===== src/rtl/writeback_stage.sv =====
// MEM/WB stage: holds one retiring instruction, waits for load data when needed,
// and presents a single-cycle commit to the register file plus a forwarding entry.
module writeback_stage #(
    parameter int DATA_W   = 32,
    parameter int CTRL_W   = 8,
    parameter int CNT_W    = 16,
    parameter int RWE_BIT  = 0,
    parameter int RDST_BIT = 1,
    parameter int RA_BIT   = 2
) (
    input  logic              clock,
    input  logic              reset_n,
    input  logic              m_valid,
    output logic              m_ready,
    input  logic [31:0]       m_insn,
    input  logic [CTRL_W-1:0] m_control,
    input  logic [DATA_W-1:0] m_alu_result,
    input  logic [31:0]       m_pc,
    input  logic              m_is_load,
    input  logic              m_is_link,
    input  logic [1:0]        m_load_size,
    input  logic              m_load_signed,
    input  logic [31:0]       dmem_rdata,
    input  logic              dmem_rvalid,
    output logic [31:0]       wb_insn,
    output logic [CTRL_W-1:0] wb_control,
    output logic [4:0]        wb_rt,
    output logic [4:0]        wb_rd,
    output logic [DATA_W-1:0] wb_data,
    output logic              fwd_valid,
    output logic [4:0]        fwd_reg,
    output logic [DATA_W-1:0] fwd_data,
    output logic              misalign_err,
    output logic [CNT_W-1:0]  load_wait_cnt
);

    typedef enum logic [1:0] {EMPTY, WAIT_MEM, COMMIT} state_t;

    state_t              state, state_next;
    logic                accept;
    logic [31:0]         e_insn;
    logic [CTRL_W-1:0]   e_control;
    logic [DATA_W-1:0]   e_alu;
    logic [31:0]         e_pc;
    logic                e_is_load, e_is_link, e_signed;
    logic [1:0]          e_size;
    logic [DATA_W-1:0]   load_data;
    logic                misaligned;
    logic [4:0]          dest;
    logic                we_gated;
    logic [DATA_W-1:0]   result;

    // Big-endian lane selection: offset 0 is the most significant byte.
    function automatic logic [DATA_W-1:0] align_load(input logic [31:0] word,
                                                     input logic [1:0]  off,
                                                     input logic [1:0]  size,
                                                     input logic        sgn);
        logic [7:0]  b;
        logic [15:0] h;
        case (off)
            2'd0:    b = word[31:24];
            2'd1:    b = word[23:16];
            2'd2:    b = word[15:8];
            default: b = word[7:0];
        endcase
        h = off[1] ? word[15:0] : word[31:16];
        case (size)
            2'b00:   align_load = {{(DATA_W-8){sgn & b[7]}}, b};
            2'b01:   align_load = {{(DATA_W-16){sgn & h[15]}}, h};
            default: align_load = DATA_W'(word);
        endcase
    endfunction

    assign m_ready = (state == EMPTY) || (state == COMMIT);
    assign accept  = m_valid && m_ready;

    always_comb begin
        state_next = state;
        case (state)
            EMPTY:    if (accept) state_next = m_is_load ? WAIT_MEM : COMMIT;
            WAIT_MEM: if (dmem_rvalid) state_next = COMMIT;
            COMMIT:   if (accept) state_next = m_is_load ? WAIT_MEM : COMMIT;
                      else        state_next = EMPTY;
            default:  state_next = EMPTY;
        endcase
    end

    // NOTE: sequential state uses non-blocking assignments so every register
    // samples pre-edge values regardless of process evaluation order.
    always_ff @(posedge clock or negedge reset_n) begin
        if (!reset_n) begin
            state         <= EMPTY;
            e_insn        <= '0;
            e_control     <= '0;
            e_alu         <= '0;
            e_pc          <= '0;
            e_is_load     <= 1'b0;
            e_is_link     <= 1'b0;
            e_size        <= 2'b00;
            e_signed      <= 1'b0;
            load_data     <= '0;
            load_wait_cnt <= '0;
        end else begin
            state <= state_next;
            if (accept) begin
                e_insn    <= m_insn;
                e_control <= m_control;
                e_alu     <= m_alu_result;
                e_pc      <= m_pc;
                e_is_load <= m_is_load;
                e_is_link <= m_is_link;
                e_size    <= m_load_size;
                e_signed  <= m_load_signed;
            end
            if (state == WAIT_MEM) begin
                if (dmem_rvalid)
                    load_data <= align_load(dmem_rdata, e_alu[1:0], e_size, e_signed);
                else if (load_wait_cnt != {CNT_W{1'b1}})
                    load_wait_cnt <= load_wait_cnt + 1'b1;
            end
        end
    end

    // Size 11 is treated as a word, so size[1] covers both word encodings.
    assign misaligned = e_is_load &&
                        (((e_size == 2'b01) && e_alu[0]) ||
                         (e_size[1] && (e_alu[1:0] != 2'b00)));

    always_comb begin
        dest = e_insn[20:16];
        if (e_control[RDST_BIT] && e_control[RA_BIT])
            dest = 5'd31;
        else if (e_control[RDST_BIT])
            dest = e_insn[15:11];
    end

    assign we_gated = e_control[RWE_BIT] && (dest != 5'd0) && !misaligned;
    assign result   = e_is_link ? DATA_W'(e_pc + 32'd8) :
                      e_is_load ? load_data : e_alu;

    // NOTE: every output gets a default before the branch, so no latch is inferred.
    always_comb begin
        wb_insn      = '0;
        wb_control   = '0;
        wb_rt        = '0;
        wb_rd        = '0;
        wb_data      = '0;
        fwd_valid    = 1'b0;
        fwd_reg      = '0;
        fwd_data     = '0;
        misalign_err = 1'b0;
        if (state == COMMIT) begin
            wb_insn             = e_insn;
            wb_control          = e_control;
            wb_control[RWE_BIT] = we_gated;
            wb_rt               = e_insn[20:16];
            wb_rd               = e_insn[15:11];
            wb_data             = result;
            fwd_valid           = we_gated;
            fwd_reg             = dest;
            fwd_data            = result;
            misalign_err        = misaligned;
        end
    end

endmodule


===== config.mk =====
export PLATFORM = sky130hd
export DESIGN_NAME = writeback_stage
export DESIGN_NICKNAME = d
export VERILOG_FILES = /design/src/rtl/writeback_stage.sv
export SDC_FILE = /design/constraint.sdc
export NUM_CORES = 1
export LEC_CHECK = 0
export CAP_MARGIN = 20
export CORE_MARGIN = 8
export CORE_UTILIZATION = 55
export DETAILED_ROUTE_END_ITERATION = 10
export DONT_BUFFER_PORTS = 1
export GPL_ROUTABILITY_DRIVEN = 0
export PLACE_DENSITY = 0.7
export REMOVE_ABC_BUFFERS = 1
export SYNTH_ARGS = -nofsm -noshare
export SYNTH_HDL_FRONTEND = slang
export SYNTH_SLANG_ARGS = --single-unit

===== constraint.sdc =====
create_clock -name clock -period 3.2 [get_ports clock]
set_clock_uncertainty 0.15 [all_clocks]
set_input_delay 0.8 -clock clock [delete_from_list [all_inputs] [get_ports clock]]
set_output_delay 0.8 -clock clock [all_outputs]
set_load 0.005 [all_outputs]

==> results.yml <==
drt:
  postRouteWirelength_um: 24500
  drt_pass1_iterations: 5
  vias: 7206
  drt_iter0_markers: 457
  routedWlPerCell_um: 19.4
  drc_errors: 0
  antenna_violating_nets_post_route: 0
  post_drt_via_cell_ratio: 5.70
sta:
  final_critical_path_setup_slack_ns: 0.0143
  rsz0062_at_grt: "true"
  final-hold-violation-count: 159
  timing_max_transition_violations_final: 0
  final.min_clock_period_ns: 3.19
  tightest_slew_ns: 0.835
  final_min_period_over_clock_period: 0.996
  timing.fmax_ghz: 0.314
  worst_slew_margin_rel: 0.441
  setup_viol_count_final: 0
  whs_ns: -0.0786
power_and_ir_drop:
  p_comb_frac: 0.216
  powerDensity_nw_per_um2: 628
  total_power_mw: 6.03
  seq_power_share: 0.461
  swShare: 0.315
  p_switching_mw: 1.90
  lkg_pwr_nw: 4.56
  peakVddDrop_v: 0.000356
  p_int_mw: 4.13
  pwr-share-clk: 0.323
placed_design:
  hpwl_um: 17400
  post_dp_cell_area_um2: 8760
  placement.setup.worst_slack_ns: 0.135
  portBuffers: 0
critical_path:
  timing.critical_path.slowest_stage_cell: "dfrtp_1"
  timing.reg2reg.worst_path_depth: 4
  endpoint_kind: "output port"
  r2r-end: "load_data[27]$_DFFE_PN0P_"
  timing.critical_path.arrival_ns: 2.24
  cpMostUsedCell: "buf_4"
  timing.critical_path.slowest_cell_delay_ns: 0.39
  startpoint_type: "register"
  path_max_fanout: 6
  path_cells: "and4_4 > buf_4 > nand4_1 > or3_1 > a311oi_2 > buf_4"
  critPathRequiredTime_ns: 2.25
  criticalPathCategory: "reg -> out"
  timing.rr.start: "e_alu[0]$_DFFE_PN0N_"
  regToRegSetupSlack_ns: 0.83
clock_tree:
  cts.reportedPaths.clkPinSlew_ns: 0.06
  bufs_on_longest_clock_path: 2
  clk-insertion-delay-late_ns: 0.42
  clock-root-buffer: "clkbuf_16"
  clock_buffers_created_by_tritoncts: 17
  cts.htree.levels: 4
  tritoncts_num_sinks: 159
  tritoncts: "done"
logic_synthesis:
  synth_seq_cells: 159
  portion_of_the_post_synthesis_area_used_by_sequential_elements: 0.458
  synth_enable_flop_cells: 0
  synth.area.top_cells: "dfrtp_1 46%, nand2_1 16%, buf_4 3.7%, and2_1 3.0%, nand3_1 2.8%"
  syn-cell-area_um2: 8690
  post_synthesis_cells: 1058
  synth.top_cell.area_share: 0.458
  synth.avg_cell_area_um2: 8.21
  postSynth.asyncResetShare: 1.00
  synth_warnings: 0
  synth_area_leader_cell: "dfrtp_1"
  yosys.cell_types.count: 48
  synth-main-ff-cell: "dfrtp_1"
grt:
  grt_pass1_wl_um: 38700
  grt_pass1_vias: 7117
  global_route.overflow_total: 0
  number_of_antenna_violations_at_the_first_check_in_global_routing: 0
  maximum_number_of_pins_on_one_net_before_global_route_repair: 160
  globalRouteTotalUtil: 0.245
worst_hold_path:
  hp-class: "in -> async"
finish:
  final_cell_area_um2: 9610
  area.growth.synth_to_final_pct: 10.7
  postLayoutCoreUtil: 0.614
  layout-drive-gt1-share: 0.136
  nets: 1182
  number_of_diodes_added_for_antenna_fixing: 0
floorplan:
  core_area_um2: 15700
  die_h_um: 142
  die_width_um: 142
  floorplan.die_area_um2: 20100
  ios: 283
  core.rowCount: 46
  initial_core_util: 0.555
run_status:
  failed_checks: "negative hold slack"
  run_status: "finished with violations"
flow_run:
  drv.max_cap_violation_count: 0
layout make-up:
class                           instances  area [um2]
Fill cell                            1434        6040
Sequential cell                       159        3980
Clock buffer                           22         444
Timing Repair Buffer                   72         579
Clock inverter                         10         116
Inverter                                8        30.0
Multi-Input combinational cell        777        4190
Tap cell                              216         270
through the flow:
step / std cells / setup TNS [ns]
after floorplan: 944 / -176.71
after global placement: 1206 / 0
after detailed placement: 1206 / 0
after CTS: 1255 / 0
after global routing: 1264 / -1.39
final: 1264 / 0
power by group through the flow:
stage	logic, mW	registers (mW)	clock network (mW)
after global routing	1.48	2.83	2.06
final	1.30	2.78	1.95
after detailed placement	1.21	2.82	0
after CTS	1.28	2.77	1.98
after global placement	1.19	2.81	0
after floorplan	0.856	2.74	0
logic make-up after synthesis:
family | synth area share
flip-flops | 0.458
adder cells (fa/ha/maj) | 0.00288
AND/OR/NAND/NOR | 0.296
AO/OA/AOI/OAI | 0.114
multiplexers | 0.0315
XOR/XNOR | 0.0262
buffers and inverters | 0.0720
cell usage after synthesis, types with 14 or more instances:
master and n:
a211oi_1 21, a21oi_1 35, and2_1 42, buf_4 43, clkbuf_1 61, dfrtp_1 159
mux2_2 17, nand2_1 360, nand3_1 48, nor2_1 31, nor2b_1 14, o21ai_0 35
xor2_1 20
cell usage in the layout (no fill, tap or decap), types with 6 or more instances in the layout:
cell | synthesis | routed
buf_4 | 43 | 63
a31oi_1 | 13 | 11
o21ai_1 | 12 | 12
nor3_1 | 9 | 9
clkbuf_16 | 0 | 17
inv_1 | 8 | 8
mux2_2 | 17 | 17
xnor2_1 | 6 | 6
xor2_1 | 20 | 20
or3_1 | 9 | 8
o21ai_0 | 35 | 35
o31ai_1 | 11 | 11
a22oi_1 | 7 | 7
or4_1 | 10 | 7
and2_1 | 42 | 41
mux2i_1 | 6 | 6
dfrtp_1 | 159 | 157
nor2b_1 | 14 | 12
nand4_1 | 13 | 13
o21a_1 | 6 | 6
nand2_1 | 360 | 358
nand3_1 | 48 | 47
a21oi_1 | 35 | 35
a211o_1 | 6 | 6
a211oi_1 | 21 | 21
nor2_1 | 31 | 31
or3b_1 | 7 | 7
nand3b_1 | 7 | 7
layer usage:
layer	part of all wire	global-route usage
met5	0	0
met4	0.024	0.0944
met3	0.074	0.0689
met2	0.49	0.395
met1	0.42	0.307
sequential cells by signal, indices dropped and copies added (netlist names):
register	cells
e_alu	32
e_control	8
e_insn	32
e_is_link	1
e_is_load	1
e_pc	32
e_signed	1
e_size	2
load_data	32
load_wait_cnt	16
state	2
critical path, delay by kind of cell, from the launching register on:
| kind | cells | cell delay [ns] |
|---|---|---|
| compound gates | 1 | 0.33 |
| flops | 1 | 0.39 |
| simple gates | 3 | 0.79 |
| buf+inv | 2 | 0.30 |
worst max-delay path by stage:
stage,start,endpoint,slack (ns),cells past startpoint
final,e_pc[9]$_DFFE_PN0N_,wb_data[19],0.01,6
after CTS,e_pc[5]$_DFFE_PN0N_,fwd_data[28],0.007,6
after global placement,e_pc[3]$_DFFE_PN0N_,fwd_data[25],0.19,7
after floorplan,m_valid,e_pc[15]$_DFFE_PN0N_,-1.76,2
after detailed placement,e_pc[3]$_DFFE_PN0N_,fwd_data[25],0.13,7
after global routing,e_pc[3]$_DFFE_PN0N_,fwd_data[25],-0.10,8
repair_timing:
item,4_1_cts,5_1_grt
gates cloned,1,1
gates resized for setup,10,15
pin swaps,11,18
hold endpoints to repair,159,159
setup endpoints to repair,32,26
setup buffers,16,8
Power figures use the tool's default switching activity.
